--- config.mk ---
export PLATFORM = sky130hd
export DESIGN_NAME = ins_decode
export DESIGN_NICKNAME = d
export VERILOG_FILES = /design/src/rtl/ins_decode.sv
export SDC_FILE = /design/constraint.sdc
export NUM_CORES = 1
export LEC_CHECK = 0
export BUFFER_PORTS_ARGS = -buffer_cell sky130_fd_sc_hd__buf_2
export CORE_MARGIN = 3
export CORE_UTILIZATION = 50
export DETAILED_ROUTE_END_ITERATION = 16
export HOLD_SLACK_MARGIN = 0.08
export MAX_ROUTING_LAYER = met4
export PLACE_DENSITY = 0.73
export SLEW_MARGIN = 0
export SYNTH_ARGS = -nofsm -noshare
export SYNTH_HDL_FRONTEND = slang
export SYNTH_SLANG_ARGS = --single-unit
--- constraint.sdc ---
create_clock -name clk -period 6 [get_ports clk]
set_input_delay 0.6 -clock clk [delete_from_list [all_inputs] [get_ports clk]]
set_output_delay 0.6 -clock clk [all_outputs]
set_load 0.01 [all_outputs]
--- src/rtl/ins_decode.sv ---
// Instruction decode stage: decodes each fetched word on entry into a 2-entry in-order FIFO
// and presents the head entry to execute. Supports flush, back-pressure and a saturating hand-off count.
module ins_decode #(
    parameter int CNT_W = 16
) (
    input  logic             clk,
    input  logic             rst_n,
    input  logic             in_valid,
    input  logic [19:0]      ins,
    output logic             in_ready,
    input  logic             flush,
    output logic             out_valid,
    input  logic             out_ready,
    output logic [3:0]       opcode,
    output logic [3:0]       rd,
    output logic [3:0]       rs,
    output logic [3:0]       rt,
    output logic [3:0]       funct,
    output logic [19:0]      extend,
    output logic             br,
    output logic             reg_wr,
    output logic             mem_rd,
    output logic             mem_wr,
    output logic             alu_src,
    output logic             illegal,
    output logic [CNT_W-1:0] dec_cnt
);

    localparam int DATA_W = 20;

    typedef struct packed {
        logic [3:0]        opcode;
        logic [3:0]        rd;
        logic [3:0]        rs;
        logic [3:0]        rt;
        logic [3:0]        funct;
        logic [DATA_W-1:0] extend;
        logic              br;
        logic              reg_wr;
        logic              mem_rd;
        logic              mem_wr;
        logic              alu_src;
        logic              illegal;
    } bundle_t;

    function automatic bundle_t decode(input logic [DATA_W-1:0] w);
        bundle_t                  b;
        logic signed [7:0]        imm;
        logic signed [DATA_W-1:0] ext;
        b        = '0;
        b.opcode = w[19:16];
        b.rd     = w[15:12];
        b.rs     = w[11:8];
        b.rt     = w[7:4];
        b.funct  = w[3:0];
        imm      = w[7:0];
        ext      = imm;
        b.extend = ext;
        case (w[19:16])
            4'h0: b.reg_wr = 1'b1;
            4'h1: begin b.reg_wr = 1'b1; b.alu_src = 1'b1; end
            4'h2: begin b.reg_wr = 1'b1; b.mem_rd = 1'b1; b.alu_src = 1'b1; end
            4'h3: begin b.mem_wr = 1'b1; b.alu_src = 1'b1; end
            4'h4: b.br = 1'b1;
            default: b.illegal = 1'b1;
        endcase
        return b;
    endfunction

    logic [1:0] ent_p1;
    logic       wr_ptr_p1;
    logic       rd_ptr_p1;
    bundle_t    fifo_p1 [2];
    bundle_t    dec_p0;
    bundle_t    out_b;
    logic       enq;
    logic       deq;

    assign in_ready  = ~ent_p1[1];
    assign out_valid = |ent_p1;
    assign enq       = in_valid & in_ready & ~flush;
    assign deq       = out_valid & out_ready & ~flush;
    assign dec_p0    = decode(ins);

    // p0 -> p1: decoded bundle enters the FIFO
    always_ff @(posedge clk or negedge rst_n) begin
        if (!rst_n) begin
            ent_p1    <= 2'd0;
            wr_ptr_p1 <= 1'b0;
            rd_ptr_p1 <= 1'b0;
            dec_cnt   <= '0;
        end else if (flush) begin
            ent_p1    <= 2'd0;
            wr_ptr_p1 <= 1'b0;
            rd_ptr_p1 <= 1'b0;
        end else begin
            if (enq) wr_ptr_p1 <= ~wr_ptr_p1;
            if (deq) rd_ptr_p1 <= ~rd_ptr_p1;
            case ({enq, deq})
                2'b10:   ent_p1 <= ent_p1 + 2'd1;
                2'b01:   ent_p1 <= ent_p1 - 2'd1;
                default: ;
            endcase
            if (deq && dec_cnt != '1) dec_cnt <= dec_cnt + CNT_W'(1);
        end
    end

    always_ff @(posedge clk) begin
        if (enq) fifo_p1[wr_ptr_p1] <= dec_p0;
    end

    // p1 -> out: head entry, forced to zero while empty so stale data never leaks
    assign out_b   = out_valid ? fifo_p1[rd_ptr_p1] : '0;
    assign opcode  = out_b.opcode;
    assign rd      = out_b.rd;
    assign rs      = out_b.rs;
    assign rt      = out_b.rt;
    assign funct   = out_b.funct;
    assign extend  = out_b.extend;
    assign br      = out_b.br;
    assign reg_wr  = out_b.reg_wr;
    assign mem_rd  = out_b.mem_rd;
    assign mem_wr  = out_b.mem_wr;
    assign alu_src = out_b.alu_src;
    assign illegal = out_b.illegal;

endmodule

==> run summary <==
• completed — outcome
• 13.5 sq um — mean instance size in the synthesized netlist
• 6030 sq um — placeable core region
• 72 — clk sink count
• 0 — final number of setup-violating endpoints
• 0 — number of diodes
• dec_cnt[0]$_DFFE_PN0P_ — worst reg2reg path startpoint
• 7350 sq um — DIE AREA
• 3.47 ns — worst setup timing slack at the placement stage
• 5640 microns — Final Routed Wirelength
• 0 — GRT Residual Overflow
• 0.313 — max-slew headroom at the worst pin
• 72 — register bit total from synthesis
• 18.1% — relative area change from synthesis to final layout
• sky130_fd_sc_hd__edfxtp_1 — flip-flop cell with the highest count after synthesis
• 2,002 — vias after detailed routing
• 3180 sq um — area of the mapped netlist
• 3820 microns — DP HPWL
• 0 — Post-CTS Hold Fix Bufs
• 1.03 ns — slew at the pin with the worst max-slew slack
• 0.000229 V — VDD IR max
• 4 — first-pass iteration count of the detailed router
• 2.82 ns — post-layout minimum cycle time
• 2060 sq um — register area
• input port to async pin — class of the worst hold path
• 0.528 — Starting Density
• output port — CP endpoint kind
• 933 sq um — area of combinational cells with multiple inputs
• 28 — largest net degree at the start of global routing
• 0.758 — placer's final routability congestion estimate
• 3.86 ns — register-to-register setup slack
• 85.7 microns — Horiz. Die Dim
• 0.649 — sequential-to-total area share from yosys stat
• sky130_fd_sc_hd__nor2_2 — slowest stage cell on the critical path
• 89 — count of pins on the block boundary
• 472 — Filler Cells Inserted
• 52 — Post-synth EDFFs
• 88 — number of port buffers
• 297 nW/um^2 — Pwr per Cell Area
• nor2_2 -> nor2_1 -> buf_2 — worst-path cell chain
• 3 — number of levels in the clock H-tree
• no — unrepaired setup endpoints after global routing
• 0.00112 W — total chip power
• 6 — depth of the worst register-to-register path
• 261 — net count of the mapped netlist
• 355 MHz — fmax
• dec_cnt[1]$_DFFE_PN0P_ — reg-to-reg endpoint
• 1,901 — vias in the first global route
• 336 — Final #Nets
• register — startpoint kind of the worst setup timing path
• 0 — final routed DRC violation total
• 0 — count of buffers added by post-CTS timing repair for setup
• 2 — buffer levels on the longest clock path
• 0.07 ns — CTS clock-pin slew for the worst setup and hold paths
• 5.40 ns — data required time at the worst endpoint
• 34 — number of distinct library cell variants in the gate-level netlist after synthesis
• 8960 microns — global-route wire length before repair
• 0 — total of warnings raised by yosys
• 0 — post-CTS resize count
• 9 — CTS buffer count
• 0 — number of nets with antenna violations after detailed routing
• 0 — final number of max-transition violations
• 1.62 nW — Lkg Pwr
• 235 — Synth Instances
• 5.13 — mean number of vias per cell
• 0.371 — fraction of layout instances using a drive strength above 1
• 0.278 — share of synthesized registers carrying an async set or reset
• 85.7 microns — height of the die
• register to output port — path type of the worst setup path
• 14.5 microns — average routed wire per standard cell
• 0 — number of antenna violations at the first check in global routing
• 3.18 ns — setup slack of the critical path after layout
• 0.82 ns — longest individual stage delay on the worst path
• 28 — row cnt
• sky130_fd_sc_hd__clkbuf_8 — root buffer selected by CTS
• 0.34 ns — insertion delay to the later sink of the worst-skew pair
• 0.168 — combined global-route utilization of all metal layers
• 0 ns — final setup TNS
• 2.22 ns — arrival time of the worst setup path
• 118 — count of routing violations after the opening detailed-route iteration
• 0.00566 ns — Max Clock Skew
• yes — clock tree from TritonCTS
• 0 — Hold Violations, Final
• 0.469 — Final Cycle Share
• 27 — maximum net fanout on the critical path
• 0 — number of max-cap violations
Yosys cell counts (2+ instances only):
cell type / instances / area [sq um]
sky130_fd_sc_hd__edfxtp_1: 52 / 1560
sky130_fd_sc_hd__nor2_1: 32 / 120
sky130_fd_sc_hd__mux2i_1: 27 / 270
sky130_fd_sc_hd__buf_4: 21 / 158
sky130_fd_sc_hd__dfrtp_1: 20 / 500
sky130_fd_sc_hd__xor2_1: 13 / 114
sky130_fd_sc_hd__nand2_1: 9 / 33.8
sky130_fd_sc_hd__nand4_1: 8 / 50.1
sky130_fd_sc_hd__nor3_1: 6 / 30.0
sky130_fd_sc_hd__nand3_1: 4 / 20.0
sky130_fd_sc_hd__xnor2_1: 4 / 35.0
sky130_fd_sc_hd__and3_1: 3 / 18.8
sky130_fd_sc_hd__buf_2: 3 / 15.0
sky130_fd_sc_hd__clkbuf_1: 3 / 11.3
sky130_fd_sc_hd__nor2b_1: 3 / 18.8
sky130_fd_sc_hd__nor4_2: 3 / 37.5
sky130_fd_sc_hd__a21oi_1: 2 / 10.0
sky130_fd_sc_hd__inv_1: 2 / 7.51
sky130_fd_sc_hd__nand2b_1: 2 / 12.5
sky130_fd_sc_hd__nor3b_1: 2 / 15.0
sky130_fd_sc_hd__nor4_1: 2 / 12.5
sky130_fd_sc_hd__o21ai_0: 2 / 10.0
placed cells by master (no fill, tap or decap), types with 2 or more instances in the layout:
master and instances:
sky130_fd_sc_hd__a21oi_1 2, sky130_fd_sc_hd__and3_1 3, sky130_fd_sc_hd__buf_2 88, sky130_fd_sc_hd__buf_4 4
sky130_fd_sc_hd__clkbuf_8 9, sky130_fd_sc_hd__clkinv_2 2, sky130_fd_sc_hd__dfrtp_1 20, sky130_fd_sc_hd__edfxtp_1 52
sky130_fd_sc_hd__inv_1 2, sky130_fd_sc_hd__mux2i_1 27, sky130_fd_sc_hd__nand2_1 9, sky130_fd_sc_hd__nand2b_1 2
sky130_fd_sc_hd__nand3_1 4, sky130_fd_sc_hd__nand4_1 8, sky130_fd_sc_hd__nor2_1 31, sky130_fd_sc_hd__nor2b_1 3
sky130_fd_sc_hd__nor3_1 5, sky130_fd_sc_hd__nor4_2 4, sky130_fd_sc_hd__o21ai_0 2, sky130_fd_sc_hd__xnor2_1 4
sky130_fd_sc_hd__xor2_1 13
layout make-up:
class,count,area share
repair buffers,92,0.125
well taps,75,0.0250
clock buffers,10,0.0340
inverters,2,0.00200
multi-input cells,133,0.249
flip-flops and latches,72,0.549
clock inverters,6,0.0160
flip-flops by register name, indices dropped and copies added, names as in the netlist:
| signal | flops |
|---|---|
| rd_ptr_p1 | 1 |
| dec_cnt | 16 |
| wr_ptr_p1 | 1 |
| ent_p1 | 2 |
| fifo_p1 | 52 |
through the flow:
stage               cells  hold WS (ns)  utilization  cell area (sq um)
detailed placement    374         0.481        0.592               3570
finish                390         0.197        0.623               3750
global placement      374         0.477        0.592               3570
floorplan             235         0.304            -               3180
global route          390         0.221        0.623               3750
CTS                   390         0.192        0.623               3750
metal layers:
metal  global-route usage  wire [microns]  vias up
met1                0.204            2430      944
met4               0.0921              96        0
met3               0.0355             357        9
met2                0.262            2760       69
li1                     -               -      980
met5                    -               0        -
worst max path at each step:
stage	startpoint	end	cells after the start
2_1_floorplan	flush	fifo_p1[1][0]$_DFFE_PP_	2
3_3_place_gp	ent_p1[0]$_DFFE_PN0P_	extend[10]	3
3_5_place_dp	ent_p1[0]$_DFFE_PN0P_	extend[9]	3
4_1_cts	ent_p1[0]$_DFFE_PN0P_	extend[9]	3
5_1_grt	ent_p1[0]$_DFFE_PN0P_	extend[14]	3
6_report	ent_p1[0]$_DFFE_PN0P_	rt[3]	3
kinds of logic after synthesis:
kind of cell / synth area share
buffers and inverters: 0.0638
DFF: 0.649
xor gates and xnor gates: 0.0468
muxes: 0.0885
adders and majority gates: 0.00393
and+or+nand+nor: 0.132
AOI/OAI and AO/OA: 0.0161
power by group:
part           switching [W]  internal, W
logic              0.0000942    0.0000674
registers          0.0000272     0.000566
clock network       0.000170     0.000190
worst max-delay path: cells and delay by family (launching register included):
kind | cells | cell delay (ns)
buffers and inverters | 1 | 0.25
flip-flops | 1 | 0.45
AND/OR/NAND/NOR | 2 | 1.17
Note: power is estimated with default switching activity, not from simulation.
